`src/rtl/pc_sequencer_if.sv`:
```
// Signal bundle between the PC sequencer and its neighbours: the control unit, the PC select
// mux and the instruction memory port.
interface pc_sequencer_if #(
  parameter int unsigned WIDTH = 32
);
  // From the PC select mux
  logic [WIDTH-1:0] output_sel_pc;
  // From instruction memory
  logic             fetch_ack;
  // From the control unit
  logic             instr_done;
  logic             branch;
  logic             zero;
  logic             jump;
  logic             jump_reg;
  logic             stall;
  // Driven by the sequencer
  logic [WIDTH-1:0] pc;
  logic [1:0]       sel_pc;
  logic             branch_taken;
  logic             fetch_req;
  logic             pc_error;
  logic [31:0]      retired;

  modport master (
    input  output_sel_pc,
    input  fetch_ack,
    input  instr_done,
    input  branch,
    input  zero,
    input  jump,
    input  jump_reg,
    input  stall,
    output pc,
    output sel_pc,
    output branch_taken,
    output fetch_req,
    output pc_error,
    output retired
  );

  modport slave (
    output output_sel_pc,
    output fetch_ack,
    output instr_done,
    output branch,
    output zero,
    output jump,
    output jump_reg,
    output stall,
    input  pc,
    input  sel_pc,
    input  branch_taken,
    input  fetch_req,
    input  pc_error,
    input  retired
  );
endinterface

```
`src/rtl/pc_sequencer.sv`:
```
// Program counter owner: steps each instruction through fetch, execute and PC update, drives
// the PC select mux, traps misaligned targets and counts retired instructions.
module pc_sequencer #(
  parameter int unsigned      WIDTH    = 32,
  parameter logic [WIDTH-1:0] RESET_PC = '0
) (
  input logic            clk,
  input logic            rst_n,
  pc_sequencer_if.master bus
);

  typedef enum logic [2:0] {
    StIdle,
    StFetch,
    StExec,
    StUpdate,
    StError
  } state_e;

  localparam logic [1:0] SelAlu  = 2'd0;
  localparam logic [1:0] SelReg  = 2'd1;
  localparam logic [1:0] SelJump = 2'd2;

  state_e           state_q;
  logic [WIDTH-1:0] pc_q;
  logic [1:0]       sel_pc_q;
  logic             branch_taken_q;
  logic             pc_error_q;
  logic [31:0]      retired_q;
  logic             target_aligned;

  assign target_aligned = (bus.output_sel_pc[1:0] == 2'b00);

  always_ff @(posedge clk or negedge rst_n) begin
    if (!rst_n) begin
      state_q        <= StIdle;
      pc_q           <= RESET_PC;
      sel_pc_q       <= SelAlu;
      branch_taken_q <= 1'b0;
      pc_error_q     <= 1'b0;
      retired_q      <= '0;
    end else begin
      case (state_q)
        StIdle: begin
          state_q <= StFetch;
        end

        StFetch: begin
          if (bus.fetch_ack) begin
            state_q <= StExec;
          end
        end

        // Mux select is latched here so it stays stable for the whole UPDATE phase.
        StExec: begin
          if (bus.instr_done) begin
            if (bus.jump_reg) begin
              sel_pc_q       <= SelReg;
              branch_taken_q <= 1'b0;
            end else if (bus.jump) begin
              sel_pc_q       <= SelJump;
              branch_taken_q <= 1'b0;
            end else begin
              sel_pc_q       <= SelAlu;
              branch_taken_q <= bus.branch & bus.zero;
            end
            state_q <= StUpdate;
          end
        end

        StUpdate: begin
          if (!bus.stall) begin
            if (target_aligned) begin
              pc_q           <= bus.output_sel_pc;
              retired_q      <= retired_q + 32'd1;
              sel_pc_q       <= SelAlu;
              branch_taken_q <= 1'b0;
              state_q        <= StFetch;
            end else begin
              pc_error_q <= 1'b1;
              state_q    <= StError;
            end
          end
        end

        // Only reset leaves this state.
        StError: begin
          pc_error_q <= 1'b1;
          state_q    <= StError;
        end

        default: begin
          state_q <= StError;
        end
      endcase
    end
  end

  assign bus.pc           = pc_q;
  assign bus.sel_pc       = sel_pc_q;
  assign bus.branch_taken = branch_taken_q;
  assign bus.fetch_req    = (state_q == StFetch);
  assign bus.pc_error     = pc_error_q;
  assign bus.retired      = retired_q;

endmodule
```
`src/flat_wrapper.sv`:
```
// flat-port wrapper written by rule: the top's interface ports become plain ports
module pc_sequencer_flat 
#(
  parameter int unsigned      WIDTH    = 32,
  parameter logic [WIDTH-1:0] RESET_PC = '0
)
  (clk, rst_n, bus_output_sel_pc, bus_fetch_ack, bus_instr_done, bus_branch, bus_zero, bus_jump, bus_jump_reg, bus_stall, bus_pc, bus_sel_pc, bus_branch_taken, bus_fetch_req, bus_pc_error, bus_retired);
  pc_sequencer_if #(.WIDTH(WIDTH)) bus_i ();
  input logic clk;
  input logic rst_n;
  input wire logic [$bits(bus_i.output_sel_pc)-1:0] bus_output_sel_pc;
  input wire logic [$bits(bus_i.fetch_ack)-1:0] bus_fetch_ack;
  input wire logic [$bits(bus_i.instr_done)-1:0] bus_instr_done;
  input wire logic [$bits(bus_i.branch)-1:0] bus_branch;
  input wire logic [$bits(bus_i.zero)-1:0] bus_zero;
  input wire logic [$bits(bus_i.jump)-1:0] bus_jump;
  input wire logic [$bits(bus_i.jump_reg)-1:0] bus_jump_reg;
  input wire logic [$bits(bus_i.stall)-1:0] bus_stall;
  output wire logic [$bits(bus_i.pc)-1:0] bus_pc;
  output wire logic [$bits(bus_i.sel_pc)-1:0] bus_sel_pc;
  output wire logic [$bits(bus_i.branch_taken)-1:0] bus_branch_taken;
  output wire logic [$bits(bus_i.fetch_req)-1:0] bus_fetch_req;
  output wire logic [$bits(bus_i.pc_error)-1:0] bus_pc_error;
  output wire logic [$bits(bus_i.retired)-1:0] bus_retired;
  assign bus_i.output_sel_pc = bus_output_sel_pc;
  assign bus_i.fetch_ack = bus_fetch_ack;
  assign bus_i.instr_done = bus_instr_done;
  assign bus_i.branch = bus_branch;
  assign bus_i.zero = bus_zero;
  assign bus_i.jump = bus_jump;
  assign bus_i.jump_reg = bus_jump_reg;
  assign bus_i.stall = bus_stall;
  assign bus_pc = bus_i.pc;
  assign bus_sel_pc = bus_i.sel_pc;
  assign bus_branch_taken = bus_i.branch_taken;
  assign bus_fetch_req = bus_i.fetch_req;
  assign bus_pc_error = bus_i.pc_error;
  assign bus_retired = bus_i.retired;
  pc_sequencer #(.WIDTH(WIDTH), .RESET_PC(RESET_PC)) u_core (.clk(clk), .rst_n(rst_n), .bus(bus_i));
endmodule
```
`config.mk`:
```
export PLATFORM = sky130hd
export DESIGN_NAME = pc_sequencer_flat
export DESIGN_NICKNAME = d
export VERILOG_FILES = /design/src/rtl/pc_sequencer_if.sv /design/src/rtl/pc_sequencer.sv /design/src/flat_wrapper.sv
export SDC_FILE = /design/constraint.sdc
export NUM_CORES = 1
export LEC_CHECK = 0
export BUFFER_PORTS_ARGS = -buffer_cell sky130_fd_sc_hd__buf_4
export CAP_MARGIN = 20
export CORE_UTILIZATION = 45
export CTS_CLUSTER_DIAMETER = 150
export CTS_CLUSTER_SIZE = 16
export DETAILED_ROUTE_END_ITERATION = 7
export PLACE_DENSITY_LB_ADDON = 0.2
export SYNTH_ARGS = -nofsm -noshare
export SYNTH_HDL_FRONTEND = slang
export SYNTH_SLANG_ARGS = --single-unit
```
`constraint.sdc`:
```
create_clock -name clk -period 1.66 [get_ports clk]
set_input_delay 0 -clock clk [delete_from_list [all_inputs] [get_ports clk]]
set_output_delay 0 -clock clk [all_outputs]
set_load 0.005 [all_outputs]
```
==> out/metrics.yaml <==
overflow: 0
yosys_warnings: 0
row_count: 29
hp-class: "primary input to flip-flop"
setup_ws_ns: 0.00367
avgRoutedWirePerCell_um: 14.2
clock.fmax_ghz: 0.604
drtAntennaViolNets: 0
slowest_stage: "dfrtp_1"
synth_cell_types: 39
via_count: 2780
crit_chain: "or2b_2, nor4_4, buf_6, nand4_1, xnor2_1"
die_h_um: 85.1
final_core_utilization: 0.724
die_area_um2: 7240
synth_area_leaders: "dfrtp_1 57%, nand2_1 12%, xnor2_1 6.2%"
gp_congestion: 0.781
grt_start_max_net_pins: 40
yosysTopAreaCell: "dfrtp_1"
cp-end-kind: "flip-flop"
async_flop_share: 1.00
finalHoldViolations: 0
gr-usage-all-layers: 0.231
postSynthCellCount: 306
worst_slew_pin_slew_ns: 0.435
startpoint_type: "flip-flop"
cts_buffers: 9
maxSlewHeadroom: 0.710
grt_pass1_vias: 2741
crit_start: "u_core.state_q[2]$_DFFE_PN0P_"
slowest_delay_ns: 0.41
cp_max_fo: 6
netlist_area_um2: 3110
vdd_drop_max_v: 0.000709
hold_path_depth: 3
holdCritStartpoint: "bus_stall"
r2r-start: "u_core.state_q[2]$_DFFE_PN0P_"
path_clk_slew_ns: 0.08
first_pass_iters: 4
grt_setup_unrepaired: "true"
ios: 110
ys.flop_type: "dfrtp_1"
route.detailed.drc: 0
synth_top_area_share: 0.572
p_leak_nw: 2.49
dp_hpwl_um: 5140
syn_area_per_cell_um2: 10.1
fin_crit_sh: 0.998
grt_first_pass_wirelength_um: 13100
root_buffer: "clkbuf_8"
finalCriticalPeriod_ns: 1.66
arrival_ns: 1.88
synth_edf_count: 0
r2r_cells: 5
cts_max_level: 3
die_x_um: 85.1
via_per_inst: 5.06
start_util: 0.478
power_density_nw_per_um2: 1100
cts_tree: "yes"
fin_skew_ns: 0.00724
core_area_um2: 6490
synth_seq_cells: 71
nets: 509
clock_sinks: 71
outcome: "finished clean"
clkLatencyLatePin_ns: 0.34
drt-initial-drc-count: 114
maxCapViolCount: 0
worstPathRequired_ns: 1.88
path_class: "flip-flop to flip-flop"
n_fill_cell: 490
finalSetupViolCount: 0
regArea_um2: 1780
place_ws_ns: -0.0480
numPortBuffers: 109
areaGrowthSynthToFinish_pct: 51.5
antenna_cells: 0
final_max_slew_viol_count: 0
multi_input_area_um2: 1240
ys_seq_area_frac: 0.572
clk_path_buf_depth: 2
drt-total-wl_um: 7800
synthesis.nets: 348
antenna_found_initial: 0
drive_gt1_frac: 0.331
## where the power goes
part / total (mW) / switching (mW) / internal (mW)
combinational: 1.30 / 0.531 / 0.769
sequential: 2.29 / 0.219 / 2.07
clock: 1.58 / 0.656 / 0.926
## what timing repair did
| action | CTS | global route |
|---|---|---|
| setup buffers | 0 | 1 |
| endpoints found under the setup margin | 9 | 18 |
| endpoints found under the hold margin | 103 | 0 |
| pin swaps | 1 | 3 |
| hold buffers | 34 | 0 |
| gates cloned | 1 | 0 |
| resized for setup | 2 | 1 |
## final timing paths
kind | end | slack, ns
setup / recovery | u_core.bus.retired[18]$_DFFE_PN0P_ | 0.004
hold / removal | u_core.state_q[2]$_DFFE_PN0P_ | 0.08
setup reg to reg | u_core.bus.retired[18]$_DFFE_PN0P_ | 0.004
hold reg to reg | u_core.bus.pc_error$_DFFE_PN0P_ | 0.48
max in group asynchronous | u_core.bus.pc[29]$_DFFE_PN0P_ | 0.97
min in group asynchronous | u_core.bus.retired[13]$_DFFE_PN0P_ | 0.15
## kinds of logic after synthesis
logic type                 synth area share
AOI/OAI and AO/OA                    0.0181
xor gates and xnor gates             0.0874
adders and majority gates           0.00403
buffers and inverters                0.0294
DFF                                   0.572
muxes                                0.0105
and+or+nand+nor                       0.278
## sequential cells by signal, summed over array words and instances, names as in the netlist
register and flops:
u_core.bus.branch_taken 1, u_core.bus.pc 32, u_core.bus.pc_error 1, u_core.bus.retired 32
u_core.bus.sel_pc 2, u_core.state_q 3
## cell type report
cell class / count / share of cell area
inverter: 5 / 0.00399
sequential: 71 / 0.378
clock inverter: 5 / 0.0170
clock buffer: 11 / 0.0322
multi-input combinational: 217 / 0.264
timing repair buffer: 163 / 0.284
tap: 77 / 0.0205
## placed cells by master, fill, tap and decap left out, types with 2 or more instances in the layout
cell,count
nor3b_1,2
nor3_1,5
mux2_2,2
nor2_1,7
and3_1,8
inv_1,5
xor2_1,9
clkbuf_8,11
nand3_1,11
nand2_1,102
xnor2_1,22
nor4_1,2
dfrtp_1,71
bufinv_16,2
buf_12,2
a21o_1,2
dlygate4sd3_1,34
buf_4,126
and2_1,4
and4_1,6
nand4_1,14
clkinvlp_4,2
## cell usage after synthesis (2+ instances only)
master and instances:
a21o_1 2, nand4_1 14, mux2_2 2, buf_2 6, nand2_1 102, buf_6 2, and2_1 4, nor2_1 8
and3_1 8, nor4_1 2, clkbuf_1 4, and4_1 6, nor2b_1 2, xnor2_1 22, nand3_1 11, dfrtp_1 71
nor3_1 5, inv_1 5, nor3b_1 2, xor2_1 9
## critical path, delay by kind of cell (launching register included)
family	cells	cell delay (ns)
buf+inv	1	0.17
flops	1	0.41
xor+xnor	1	0.16
simple gates	3	0.81
## per-layer routing
metal,up-vias,wire [um],GRT usage
li1,1329,-,-
met1,1348,3360,0.292
met2,90,3940,0.391
met3,13,388,0.0506
met4,0,116,0.0847
met5,-,0,0
## stage by stage
stage                     hold slack (ns)  total power [mW]  cell area, um2  cells  TNS, ns
after global routing               0.0910              5.46            4700    549   -0.391
after floorplan                    -0.296              2.73            3110    306        0
final                              0.0804              5.17            4700    549        0
after detailed placement          -0.0237              3.53            4110    497   -0.173
after global placement            -0.0289              3.48            4110    497        0
after CTS                          0.0640              5.17            4690    548        0
Power figures use the tool's default switching activity.
